`config.mk`:
```
export PLATFORM = sky130hd
export DESIGN_NAME = rx_bytes_des
export DESIGN_NICKNAME = d
export VERILOG_FILES = /design/src/rtl/rx_bytes_des.sv
export SDC_FILE = /design/constraint.sdc
export NUM_CORES = 1
export LEC_CHECK = 0
export CAP_MARGIN = 0
export CELL_PAD_IN_SITES_DETAIL_PLACEMENT = 1
export CELL_PAD_IN_SITES_GLOBAL_PLACEMENT = 1
export CORE_MARGIN = 3
export CORE_UTILIZATION = 43
export CTS_CLUSTER_DIAMETER = 30
export CTS_CLUSTER_SIZE = 24
export DETAILED_ROUTE_END_ITERATION = 8
export MAX_ROUTING_LAYER = met4
export PLACE_DENSITY_LB_ADDON = 0.05
export RECOVER_POWER = 25
export SYNTH_ARGS = -nofsm -noshare
export SYNTH_HDL_FRONTEND = slang
export SYNTH_SLANG_ARGS = --single-unit
```
`constraint.sdc`:
```
create_clock -name clk -period 4 [get_ports clk]
set_input_delay 0.6 -clock clk [delete_from_list [all_inputs] [get_ports clk]]
set_output_delay 0.6 -clock clk [all_outputs]
set_load 0.005 [all_outputs]
```
`src/rtl/rx_bytes_des.sv`:
```
// rtl/rx_bytes_des.sv - UART-style receive deserializer feeding the rx ping-pong RAM
//
// Purpose:
//   Samples the asynchronous line rx, rebuilds 10-bit symbols (start 0,
//   8 data bits LSB first, stop 1) into bytes and writes them to the rx RAM.
//   Byte 2 of a frame carries data_len; a frame is data_len+5 bytes whose
//   last two bytes are a CRC-16 (low byte first) over the preceding bytes.
//   An idle-bit counter drives tx_permit and aborts stalled frames.
//   Byte 0 uses the low-speed bit period, later bytes the high-speed one.
//
// Ports:
//   clk, reset          clock, synchronous active-high reset
//   period_ls/period_hs clocks per bit minus 1 (low / high speed)
//   tx_permit_len       idle LS bits required before tx_permit
//   max_idle_len        idle LS bits that abort a partial frame
//   rx                  asynchronous line input
//   wr_addr/wr_data/wr_en  rx RAM write port (one-cycle strobe)
//   frame_done/crc_err/frame_err  one-cycle status pulses
//   tx_permit           level, bus idle long enough to transmit
//   bus_idle            level, receiver FSM in IDLE
//
// Build option:
//   RX_MAJORITY_EN      majority-of-three sampling around mid-bit
//                       (requires period >= 3); default is a single sample.

module serial_crc (
   input  logic        clk,
   input  logic        reset,
   input  logic        clear,
   input  logic        en,
   input  logic        din,
   output logic [15:0] crc
);
   // CRC-16/CCITT polynomial 0x1021, initial value 0, one bit per enable.
   logic fb;
   assign fb = din ^ crc[15];

   always_ff @(posedge clk) begin
      if (reset || clear) begin
         crc <= 16'h0000;
      end else if (en) begin
         crc <= {crc[14:0], 1'b0} ^ (fb ? 16'h1021 : 16'h0000);
      end
   end
endmodule

module rx_bytes_des #(
   parameter int IDLE_W = 10
) (
   input  logic              clk,
   input  logic              reset,
   input  logic [15:0]       period_ls,
   input  logic [15:0]       period_hs,
   input  logic [IDLE_W-1:0] tx_permit_len,
   input  logic [IDLE_W-1:0] max_idle_len,
   input  logic              rx,
   output logic [7:0]        wr_addr,
   output logic [7:0]        wr_data,
   output logic              wr_en,
   output logic              frame_done,
   output logic              crc_err,
   output logic              frame_err,
   output logic              tx_permit,
   output logic              bus_idle
);
   typedef enum logic [1:0] {S_IDLE, S_START, S_DATA, S_STOP} state_t;

   state_t state, state_nx;

   logic              rx_m, rx_s, rx_d;
   logic              fall;
   logic              hs_flag;
   logic [15:0]       period_cur, period_cnt, mid;
   logic              bit_inc, samp_pt, samp_val;
   logic [2:0]        bit_idx;
   logic [7:0]        shreg;
   logic [8:0]        byte_cnt;
   logic [7:0]        data_len, crc_lo;
   logic [15:0]       crc_out;
   logic              is_last, crc_feed, timeout, ctx_clear;
   logic              cmp_pend, cmp_ok, permit_q;
   logic [15:0]       idle_div;
   logic [IDLE_W-1:0] idle_cnt;
   logic              do_shift, do_write, do_stop_err, start_edge;

   // Line synchronizer; resets to the idle (mark) level so reset never
   // manufactures a falling edge.
   always_ff @(posedge clk) begin
      if (reset) begin
         rx_m <= 1'b1;
         rx_s <= 1'b1;
         rx_d <= 1'b1;
      end else begin
         rx_m <= rx;
         rx_s <= rx_m;
         rx_d <= rx_s;
      end
   end

   assign fall       = rx_d & ~rx_s;
   assign period_cur = hs_flag ? period_hs : period_ls;
   assign mid        = period_cur >> 1;
   assign bit_inc    = (period_cnt >= period_cur);

`ifdef RX_MAJORITY_EN
   // Decision is taken one clock after mid-bit so that rx_d2/rx_d/rx_s hold
   // the samples at mid-1, mid and mid+1.
   logic rx_d2;
   always_ff @(posedge clk) begin
      if (reset) rx_d2 <= 1'b1;
      else       rx_d2 <= rx_d;
   end
   assign samp_pt  = (state != S_IDLE) && (period_cnt == mid + 16'd1);
   assign samp_val = (rx_d2 & rx_d) | (rx_d2 & rx_s) | (rx_d & rx_s);
`else
   assign samp_pt  = (state != S_IDLE) && (period_cnt == mid);
   assign samp_val = rx_s;
`endif

   // FSM state register
   always_ff @(posedge clk) begin
      if (reset) state <= S_IDLE;
      else       state <= state_nx;
   end

   // FSM next state
   always_comb begin
      state_nx = state;
      unique case (state)
         S_IDLE:  if (fall) state_nx = S_START;
         S_START: if (samp_pt) state_nx = samp_val ? S_IDLE : S_DATA;
         S_DATA:  if (samp_pt && bit_idx == 3'd7) state_nx = S_STOP;
         S_STOP:  if (samp_pt) state_nx = S_IDLE;
         default: state_nx = S_IDLE;
      endcase
   end

   // FSM outputs
   always_comb begin
      bus_idle    = 1'b0;
      start_edge  = 1'b0;
      do_shift    = 1'b0;
      do_write    = 1'b0;
      do_stop_err = 1'b0;
      unique case (state)
         S_IDLE: begin
            bus_idle   = 1'b1;
            start_edge = fall;
         end
         S_DATA:  do_shift    = samp_pt;
         S_STOP: begin
            do_write    = samp_pt & samp_val;
            do_stop_err = samp_pt & ~samp_val;
         end
         default: ;
      endcase
   end

   // Bit timing and shifting
   always_ff @(posedge clk) begin
      if (reset) begin
         period_cnt <= 16'd0;
         bit_idx    <= 3'd0;
         shreg      <= 8'd0;
      end else begin
         if (start_edge || state == S_IDLE || bit_inc) period_cnt <= 16'd0;
         else                                          period_cnt <= period_cnt + 16'd1;
         if (state == S_START)  bit_idx <= 3'd0;
         else if (do_shift)     bit_idx <= bit_idx + 3'd1;
         if (do_shift) shreg <= {samp_val, shreg[7:1]};
      end
   end

   // Frame context. data_len is meaningful only once byte 2 is written;
   // is_last cannot fire earlier because data_len+4 >= 4.
   assign is_last   = (byte_cnt == {1'b0, data_len} + 9'd4);
   assign crc_feed  = do_shift && ((byte_cnt < 9'd3) || (byte_cnt < {1'b0, data_len} + 9'd3));
   // A falling edge in the same cycle outranks the idle timeout.
   assign timeout   = bus_idle && (byte_cnt != 9'd0) && (idle_cnt == max_idle_len) && !fall;
   assign ctx_clear = do_stop_err | timeout | (do_write & is_last);

   serial_crc u_crc (
      .clk   (clk),
      .reset (reset),
      .clear (ctx_clear),
      .en    (crc_feed),
      .din   (samp_val),
      .crc   (crc_out)
   );

   always_ff @(posedge clk) begin
      if (reset) begin
         byte_cnt <= 9'd0;
         data_len <= 8'd0;
         crc_lo   <= 8'd0;
         hs_flag  <= 1'b0;
      end else if (ctx_clear) begin
         byte_cnt <= 9'd0;
         data_len <= 8'd0;
         hs_flag  <= 1'b0;
      end else if (do_write) begin
         byte_cnt <= byte_cnt + 9'd1;
         hs_flag  <= 1'b1;
         if (byte_cnt == 9'd2) data_len <= shreg;
         if (byte_cnt == {1'b0, data_len} + 9'd3) crc_lo <= shreg;
      end
   end

   // RAM port and status pulses; CRC verdict lands one cycle after the
   // final byte's write strobe.
   always_ff @(posedge clk) begin
      if (reset) begin
         wr_en      <= 1'b0;
         wr_addr    <= 8'd0;
         wr_data    <= 8'd0;
         cmp_pend   <= 1'b0;
         cmp_ok     <= 1'b0;
         frame_done <= 1'b0;
         crc_err    <= 1'b0;
         frame_err  <= 1'b0;
      end else begin
         wr_en <= do_write;
         if (do_write) begin
            wr_addr <= byte_cnt[7:0];
            wr_data <= shreg;
         end
         cmp_pend   <= do_write & is_last;
         cmp_ok     <= ({shreg, crc_lo} == crc_out);
         frame_done <= cmp_pend & cmp_ok;
         crc_err    <= cmp_pend & ~cmp_ok;
         frame_err  <= do_stop_err | timeout;
      end
   end

   // Idle counter in LS bit periods, independent of the current bit speed.
   always_ff @(posedge clk) begin
      if (reset) begin
         idle_div <= 16'd0;
         idle_cnt <= '0;
         permit_q <= 1'b0;
      end else begin
         if (fall) begin
            idle_div <= 16'd0;
            idle_cnt <= '0;
         end else if (bus_idle && rx_s) begin
            if (idle_div >= period_ls) begin
               idle_div <= 16'd0;
               if (idle_cnt != '1) idle_cnt <= idle_cnt + 1'b1;
            end else begin
               idle_div <= idle_div + 16'd1;
            end
         end else begin
            idle_div <= 16'd0;
         end
         permit_q <= !fall && (idle_cnt >= tx_permit_len) && (byte_cnt == 9'd0);
      end
   end

   // Masking with fall drops the permit in the detection cycle itself.
   assign tx_permit = permit_q & ~fall;
endmodule

```
==> results of run 1 <==
## sequential cells by signal (all words and copies together) (netlist names), 9 cells and up, named ones only
| signal | cells |
|---|---|
| idle_cnt | 10 |
| u_crc.crc | 16 |
| byte_cnt | 9 |
| period_cnt | 16 |
| idle_div | 16 |
## layout make-up
cell class	count	area, sq um
well taps	211	264.0
inverters	40	150.1
clock buffers	18	429.2
multi-input cells	589	4125
repair buffers	83	803.3
flip-flops and latches	123	2462
clock inverters	14	160.2
fillers	1764	7089
## stage by stage
step                      hold slack (ps)  setup slack [ps]  cells  area [sq um]
after floorplan                     389.5              1004    784          6914
after global placement              395.7             390.3   1046          7810
after detailed placement            403.9             285.1   1046          7810
after CTS                           420.9             567.9   1078          8399
after global routing                429.4             288.4   1078          8394
final                               417.9             523.5   1078          8394
## worst max-delay path: stages, from the launching register on
cell and delay (ps):
dfxtp_1 310, buf_4 290, mux2i_1 350, xnor2_1 110, nor4_1 580, and4_1 520
nand3b_4 230, a21o_1 510, or2_0 350, a21oi_1 140
## Yosys cell counts (3+ instances only)
cell type,instances
and2_1,5
a21o_1,14
mux2i_1,52
nor2b_1,10
nand3_1,29
a21oi_1,34
nand2_1,62
ha_1,61
nor3_1,5
nor4_1,12
nand2b_1,4
a211oi_1,4
and3_1,11
and4_1,5
clkbuf_1,18
buf_6,5
dfxtp_1,123
o21ai_0,14
a31oi_1,3
nand4_1,19
xor2_1,53
or2_2,3
mux2i_2,3
nor2_1,111
inv_1,40
xnor2_1,46
buf_2,7
## cell usage in the layout (no fill, tap or decap), types with 4 or more instances in the layout
master	count
a21oi_1	34
clkdlybuf4s50_1	52
and2_1	5
nor4_1	12
nand2b_1	4
and4_1	5
buf_4	6
dfxtp_1	123
a21o_1	14
nand3_1	29
nor3_1	5
and3_1	11
inv_1	40
ha_1	61
inv_6	5
nand4_1	19
nand2_1	62
nor2b_1	10
clkbuf_16	17
o21ai_0	14
xor2_1	53
xnor2_1	46
nor2_1	111
mux2i_1	52
a211oi_1	4
dlygate4sd3_1	23
## worst paths after layout
path                            startpoint      endpoint  slack (ps)  cells after the start
worst max-delay path               hs_flag  u_crc.crc[0]         520                      9
worst min-delay path                  rx_m          rx_s         420                      1
worst max register to register     hs_flag  u_crc.crc[0]         520                      9
worst min register to register        rx_m          rx_s         420                      1
## cells by family after synthesis
group	after synthesis
xor+xnor	99
flops	123
compound gates	85
mux	56
fa+ha+maj	61
buf+inv	72
simple gates	288
## power breakdown
group	switching [mW]	internal [mW]	total (mW)
clock network	0.616	0.930	1.55
registers	0.00690	1.23	1.24
logic	0.0762	0.0844	0.161
total	0.699	2.24	2.94
## per-layer routing
| metal | vias to the layer above | track usage, % | routed length, microns |
|---|---|---|---|
| li1 | 2829 | - | - |
| met1 | 2740 | 23.82 | 7851 |
| met4 | 0 | 7.275 | 306 |
| met5 | - | - | 0 |
| met3 | 24 | 4.677 | 539 |
| met2 | 78 | 38.57 | 9584 |
==> flow_metrics.py, run 1 <==
metrics = {
    "outcome": {
        "status": "complete, no violations",
    },
    "synth": {
        "async_flop_share_pct": 0,
        "ys_seq_area_share_pct": 35.61,
        "synth_area_sq_um": 6914,
        "synth_flop_cell": "dfxtp_1",
        "synth-edff-count": 0,
        "ys_types": 51,
        "synthMuxAreaShare_pct": 8.288,
        "synth_fa_ha_area_share_pct": 11.04,
        "yosys.area_share.simple_pct": 20.05,
        "netlist_top_cells_area": "dfxtp_1 (36%), ha_1 (11%), mux2i_1 (7.5%)",
        "yosysWarningCount": 0,
        "synth_top_family_by_area": "simple AND/OR/NAND/NOR gates",
        "synthCells": 784,
        "synth-xor-area-share_pct": 12.54,
        "synth_compound_area_share_pct": 7.637,
        "syn_avg_cell_area_sq_um": 8.819,
        "syn-num-nets": 900,
        "synth.ff_latch_count": 123,
        "synth_area_leader_cell": "dfxtp_1",
        "synthDominantCellAreaShare_pct": 35.61,
    },
    "timing": {
        "rsz0062_at_grt": "no",
        "hold_violations": 0,
        "relSlewSlack_pct": 15.66,
        "setup_viol": 0,
        "period_needed_ps": 3476,
        "post-route-period-util_pct": 86.91,
        "fin_skew_ps": 10.59,
        "finalMaxSlewViolations": 0,
        "tightest_slew_ps": 1265,
        "fmaxAchievable_mhz": 287.6,
        "fin_tns_setup_ps": 0,
    },
    "power": {
        "powerDensity_nw_per_um2": 350.7,
        "power.leakage_nw": 3.773,
        "vdd.ir_drop.worst_v": 0.0002860,
        "p_total_mw": 2.944,
    },
    "placement": {
        "numPortBuffers": 76,
        "hpwl_microns": 13960,
        "routabilityCongestion": 0.8890,
    },
    "drt": {
        "firstDrtPassIters": 4,
        "num_vias": 5671,
        "totalWireLength_microns": 18280,
        "dr.first_iter.drc_count": 179,
        "vias_per_cell": 5.261,
        "wl_per_cell_microns": 16.96,
        "final_antenna_net_count": 0,
        "drc": 0,
    },
    "final_layout": {
        "drive_gt1_share_pct": 5.536,
        "final_core_util_pct": 54.21,
        "fin_nets": 970,
        "area.growth.synth_to_final_pct": 21.41,
        "diodes": 0,
    },
    "die": {
        "io_pins": 77,
        "num_rows": 45,
        "die-area_sq_um": 17640,
        "fp.dieW_microns": 132.8,
        "core-area_sq_um": 15480,
        "die_y_microns": 132.8,
        "start_util_pct": 44.65,
    },
    "grt": {
        "gr-usage-all-layers_pct": 21.62,
        "grt_pass1_wl_microns": 29960,
        "antenna_found_initial": 0,
        "first_global_vias": 6033,
        "overflow": 0,
        "grt_max_degree": 35,
    },
    "worst_setup_path": {
        "worstPathArrival_ps": 3830,
        "crit_path_end_kind": "register",
        "critPathMaxFanout": 17,
        "critPathKind": "register to register",
        "start_kind": "register",
        "cp_data_required_time_ps": 4350,
    },
    "cts": {
        "cts_resized": 0,
        "clk_pin_slew_worst_paths_ps": 60,
        "cts_tree": "built",
        "cts_buffers": 17,
        "h-tree-depth": 4,
        "root_buffer": "clkbuf_16",
        "cts_setup_buffers": 0,
        "cts_hold_buf": 0,
        "clock_sinks": 123,
        "clockBufferDepth": 2,
        "worstSkewPairLatency_ps": 430,
    },
    "run": {
        "cap_violations": 0,
    },
    "min_path": {
        "hp-class": "register to register",
    },
}
No activity file was read; power rests on OpenSTA's default activity.
==> run 2: changes to the inputs <==
--- a/config.mk
+++ b/config.mk
@@ -9,10 +9,11 @@
 export CELL_PAD_IN_SITES_DETAIL_PLACEMENT = 1
 export CELL_PAD_IN_SITES_GLOBAL_PLACEMENT = 1
 export CORE_MARGIN = 3
-export CORE_UTILIZATION = 43
+export CORE_UTILIZATION = 39
 export CTS_CLUSTER_DIAMETER = 30
 export CTS_CLUSTER_SIZE = 24
 export DETAILED_ROUTE_END_ITERATION = 8
+export GPL_TIMING_DRIVEN = 1
 export MAX_ROUTING_LAYER = met4
 export PLACE_DENSITY_LB_ADDON = 0.05
 export RECOVER_POWER = 25
==> constraint.sdc (replaced) <==
create_clock -name clk -period 2.8 [get_ports clk]
set_input_delay 0.42 -clock clk [delete_from_list [all_inputs] [get_ports clk]]
set_output_delay 0.42 -clock clk [all_outputs]
set_load 0.005 [all_outputs]
==> flow_metrics.py, run 2 (synthesis gave the netlist of run 1 again) <==
metrics = {
    "outcome": {
        "status": "complete, no violations",
    },
    "final_layout": {
        "fin_nets": 1040,
        "diodes": 0,
        "drive_gt1_share_pct": 16.01,
        "top_regs": "idle_div x16, period_cnt x16, u_crc.crc x16",
        "layout_commonest_cell": "dfxtp_1",
        "fin_cells": 1162,
        "area.growth.synth_to_final_pct": 33.26,
        "n_fill_cell": 2025,
        "most-common-layout-cells": "dfxtp_1 (118), nor2_1 (110), buf_4 (66)",
        "final_core_util_pct": 53.27,
    },
    "die": {
        "die-area_sq_um": 19360,
        "start_util_pct": 39.97,
        "io_pins": 77,
        "fp.dieW_microns": 139.2,
        "num_rows": 48,
        "die_y_microns": 139.2,
        "core-area_sq_um": 17300,
    },
    "drt": {
        "vias_per_cell": 5.143,
        "totalWireLength_microns": 19410,
        "num_vias": 5976,
        "final_antenna_net_count": 0,
        "firstDrtPassIters": 4,
        "drc": 0,
        "dr.first_iter.drc_count": 174,
        "wl_per_cell_microns": 16.70,
    },
    "timing": {
        "fmaxAchievable_mhz": 368.0,
        "period_needed_ps": 2718,
        "post-route-period-util_pct": 97.06,
        "finalMaxSlewViolations": 0,
        "hold_violations": 0,
        "worst_slack_ps": 82.37,
        "rsz0062_at_grt": "yes",
        "relSlewSlack_pct": 1.871,
        "fin_skew_ps": 8.419,
        "fin_tns_setup_ps": 0,
        "setup_viol": 0,
        "tightest_slew_ps": 1472,
    },
    "worst_setup_path": {
        "critPathSlowestCell": "dfxtp_4",
        "critPathKind": "register to register",
        "crit_path_end_kind": "register",
        "critPathMaxFanout": 16,
        "cp_data_required_time_ps": 3150,
        "start_kind": "register",
        "cp_top_family": "compound AO/OA/AOI/OAI gates",
        "r2r_slack_ps": 80,
        "crit_path_max_incr_delay_ps": 380,
        "worstPathArrival_ps": 3070,
        "cp_cell_sequence": "buf_12 > mux2_2 > ha_1 > nand2b_1 > a21o_1 > a21o_1 > a211oi_2 > o21bai_1 > a211oi_2 > o41ai_2 > buf_12 > nor2_2",
        "crit_buf_inv": 2,
    },
    "run": {
        "cap_violations": 0,
    },
    "grt": {
        "grt_max_degree": 35,
        "overflow": 0,
        "grt_pass1_wl_microns": 31800,
        "first_global_vias": 6531,
        "antenna_found_initial": 0,
        "gr-usage-all-layers_pct": 20.52,
    },
    "cts": {
        "clock_sinks": 123,
        "clockBufferDepth": 2,
        "cts_buffers": 17,
        "cts_tree": "built",
        "clk_pin_slew_worst_paths_ps": 60,
        "worstSkewPairLatency_ps": 420,
        "root_buffer": "clkbuf_16",
        "cts_hold_buf": 0,
        "h-tree-depth": 4,
    },
    "power": {
        "p_total_mw": 4.336,
        "power.leakage_nw": 4.210,
        "vdd.ir_drop.worst_v": 0.0004184,
        "powerDensity_nw_per_um2": 470.6,
    },
    "placement": {
        "numPortBuffers": 76,
        "routabilityCongestion": 0.8355,
        "dp_slack_ps": -439.1,
        "dp.cells": 1122,
        "hpwl_microns": 14570,
    },
    "min_path": {
        "hp-class": "register to register",
    },
}
[run 2: routing by layer]
| metal | GRT usage [%] | vias up | share of wire, % |
|---|---|---|---|
| met2 | 37.31 | 93 | 54 |
| met1 | 22.11 | 2896 | 41 |
| li1 | - | 2955 | - |
| met4 | 6.231 | 0 | 2.2 |
| met3 | 4.897 | 32 | 3.1 |
| met5 | - | - | 0 |
[run 2: what timing repair did]
action | 4_1_cts | 5_1_grt
gates resized for setup | 8 | 31
gates cloned | 0 | 2
buffers inserted | 2 | 4
pin swaps | 3 | 14
endpoints found under the setup margin | 66 | 69
[run 2: worst reg2reg max path, stage by stage, from the launching register on]
cell and delay, ps:
dfxtp_4 380, buf_12 130, mux2_2 360, ha_1 260
nand2b_1 150, a21o_1 180, a21o_1 190, a211oi_2 220
o21bai_1 110, a211oi_2 260, o41ai_2 110, buf_12 180
nor2_2 110
[run 2: power breakdown]
part           total [mW]  switching [mW]  internal [mW]  leakage, nW
clock                2.29           0.868           1.42        0.298
combinational       0.284           0.128          0.157         2.92
sequential           1.76         0.00656           1.76        0.995
[run 2: final cells by class]
type / count / area (sq um) / share of cell area, %
inverters: 40 / 150.1 / 1.630
multi-input cells: 589 / 4252 / 46.14
flip-flops and latches: 123 / 2471 / 26.82
clock inverters: 14 / 183.9 / 1.996
repair buffers: 153 / 1446 / 15.70
clock buffers: 18 / 429.2 / 4.658
well taps: 225 / 281.5 / 3.055
[run 2: worst paths after layout]
check             cells after the start    start             end
setup / recovery                     12  hs_flag  period_cnt[15]
hold / removal                        1   cmp_ok         crc_err
setup reg to reg                     12  hs_flag  period_cnt[15]
hold reg to reg                       1   cmp_ok         crc_err
[run 2: through the flow]
step	hold slack, ps	cell area [sq um]
floorplan	389.5	6922
CTS	291.8	9026
global route	448.6	9214
detailed placement	398.8	8368
global placement	403.9	8368
finish	417.1	9214
==> run 3: changes to the inputs <==
--- a/config.mk
+++ b/config.mk
@@ -9,7 +9,7 @@
 export CELL_PAD_IN_SITES_DETAIL_PLACEMENT = 1
 export CELL_PAD_IN_SITES_GLOBAL_PLACEMENT = 1
 export CORE_MARGIN = 3
-export CORE_UTILIZATION = 39
+export CORE_UTILIZATION = 30
 export CTS_CLUSTER_DIAMETER = 30
 export CTS_CLUSTER_SIZE = 24
 export DETAILED_ROUTE_END_ITERATION = 8
@@ -17,6 +17,7 @@
 export MAX_ROUTING_LAYER = met4
 export PLACE_DENSITY_LB_ADDON = 0.05
 export RECOVER_POWER = 25
+export SETUP_SLACK_MARGIN = 0.5
 export SYNTH_ARGS = -nofsm -noshare
 export SYNTH_HDL_FRONTEND = slang
 export SYNTH_SLANG_ARGS = --single-unit
==> flow_metrics.py, run 3 (synthesis gave the netlist of run 1 again) <==
metrics = {
    "grt": {
        "first_global_vias": 6546,
        "grt_max_degree": 35,
        "overflow": 0,
        "gr-usage-all-layers_pct": 17.79,
        "grt_pass1_wl_microns": 33880,
        "antenna_found_initial": 3,
    },
    "run": {
        "cap_violations": 1,
    },
    "power": {
        "p_clk_share_pct": 52.3,
        "internal_power_mw": 3.357,
        "share_seq_of_total_power_pct": 40.1,
        "combPwrFrac_pct": 7.6,
        "powerDensity_nw_per_um2": 421.5,
        "switching_share_pct": 23.32,
        "power.leakage_nw": 4.396,
        "vdd.ir_drop.worst_v": 0.0002714,
        "switchingPower_mw": 1.021,
    },
    "worst_setup_path": {
        "crit_buf_inv": 5,
        "cp_cell_sequence": "buf_12 > mux2i_4 > xnor2_1 > nor4_2 > buf_4 > and4_4 > buf_6 > a41o_1 > or3_4 > buf_12 > buf_12 > a21oi_2",
        "r2r_cells": 12,
        "r2r_slack_ps": 160,
        "start_kind": "register",
        "critPathSlowestCell": "or3_4",
        "critPathMaxFanout": 8,
        "worstPathArrival_ps": 3000,
        "rr_endpoint": "u_crc.crc[0]",
        "critPathKind": "register to register",
        "cp_top_family": "buffers and inverters",
        "cp_data_required_time_ps": 3150,
        "path_common_cell": "buf_12",
        "crit_path_max_incr_delay_ps": 430,
        "crit_path_end_kind": "register",
        "rr_startpoint": "hs_flag",
    },
    "drt": {
        "totalWireLength_microns": 21500,
        "wl_met1_microns": 9138,
        "wl_met2_microns": 11390,
        "num_vias": 6106,
        "top_layer": "met4",
        "firstDrtPassIters": 4,
        "wl_met3_microns": 643,
        "vias_per_cell": 4.916,
        "drc": 0,
        "wl_per_cell_microns": 17.31,
        "final_antenna_net_count": 0,
        "dr.first_iter.drc_count": 136,
    },
    "final_layout": {
        "most-common-layout-cells": "dfxtp_1 (108), nor2_1 (81), buf_4 (66)",
        "drive_gt1_share_pct": 30.14,
        "layout_commonest_cell": "dfxtp_1",
        "area.growth.synth_to_final_pct": 50.22,
        "fin_nets": 1063,
        "top_regs": "idle_div x16, period_cnt x16, u_crc.crc x16",
    },
    "die": {
        "num_rows": 54,
        "start_util_pct": 31.10,
        "io_pins": 77,
        "die-area_sq_um": 24900,
        "die_y_microns": 157.8,
        "core-area_sq_um": 22230,
        "fp.dieW_microns": 157.8,
    },
    "cts": {
        "cts_tree": "built",
        "clock_sinks": 123,
        "cts_buffers": 17,
        "h-tree-depth": 4,
        "clockBufferDepth": 2,
        "cts_hold_buf": 0,
        "root_buffer": "clkbuf_16",
        "worstSkewPairLatency_ps": 420,
        "clk_pin_slew_worst_paths_ps": 60,
    },
    "timing": {
        "worst_slack_ps": 158.7,
        "post-route-period-util_pct": 94.33,
        "hold_violations": 0,
        "period_needed_ps": 2641,
        "tightest_slew_ps": 1659,
        "whs_ps": 409.2,
        "rsz0062_at_grt": "yes",
        "setup_viol": 0,
        "finalMaxSlewViolations": 35,
        "fin_skew_ps": 12.06,
        "fmaxAchievable_mhz": 378.6,
        "relSlewSlack_pct": -10.62,
    },
    "min_path": {
        "hold_path_end": "rx_s",
        "hp-class": "register to register",
        "hp-start": "rx_m",
        "holdPathStages": 1,
    },
    "placement": {
        "routabilityCongestion": 0.8226,
        "dp_slack_ps": -409.1,
        "hpwl_microns": 15090,
        "numPortBuffers": 76,
    },
    "outcome": {
        "status": "finished with violations",
        "failed_checks": "capacitance limit, slew limit",
    },
}
==> run 3: changes by cell type in the layout (fill, tap and decap cells not counted), sizes merged, moves of 2 or more <==
cell,before,now
dlygate4sd2,0,8
inv,45,43
dlygate4sd3,22,20
clkdlybuf4s15,0,3
buf,74,94
diode,0,3
clkbuf,22,27
clkdlybuf4s50,53,40
==> run 3: area by class of cell <==
class	count	area, sq um
flip-flops and latches	123	2504
inverters	40	155.1
fillers	2430	11840
multi-input cells	590	5004
clock inverters	12	162.7
well taps	280	350.3
clock buffers	19	442.9
diodes	3	7.507
repair buffers	175	1760
==> run 3: power groups by stage <==
stage | combinational [mW] | sequential (mW) | clock (mW)
2_1_floorplan | 0.123 | 1.80 | 0
3_3_place_gp | 0.277 | 1.80 | 0
3_5_place_dp | 0.284 | 1.80 | 0
4_1_cts | 0.324 | 1.76 | 2.36
5_1_grt | 0.363 | 1.75 | 2.43
6_report | 0.333 | 1.75 | 2.29
==> run 3: worst max-delay path by stage <==
stage                  startpoint  cells past startpoint  slack [ps]       endpoint
floorplan                 hs_flag                     14         330  u_crc.crc[11]
global placement    period_ls[10]                     12        -360        hs_flag
detailed placement   period_ls[6]                     11        -410    data_len[6]
CTS                       hs_flag                     12         230  period_cnt[5]
global route              hs_flag                     10          60    data_len[3]
finish                    hs_flag                     12         160   u_crc.crc[0]
==> run 3: per-layer routing <==
layer  vias up  track usage [%]
met5         -                -
met4         0            5.455
met3        22            3.827
met2        80            31.45
met1      2978            20.11
li1       3026                -
==> run 3: per-stage QoR <==
step | utilization, % | instance area (sq um) | std cells | setup TNS [ps] | power, mW
2_1_floorplan | - | 7064 | 784 | 0 | 1.923
3_3_place_gp | 38.19 | 8488 | 1167 | -20300 | 2.078
5_1_grt | 46.72 | 10390 | 1242 | 0 | 4.550
4_1_cts | 44.10 | 9803 | 1222 | 0 | 4.440
3_5_place_dp | 38.19 | 8488 | 1167 | -24150 | 2.086
6_report | 46.72 | 10390 | 1242 | 0 | 4.378
==> run 3: timing repair <==
| action | 4_1_cts | 5_1_grt |
|---|---|---|
| pin swaps | 77 | 38 |
| resized for setup | 132 | 109 |
| gates cloned | 7 | 0 |
| setup buffers | 17 | 17 |
| endpoints found under the setup margin | 115 | 101 |
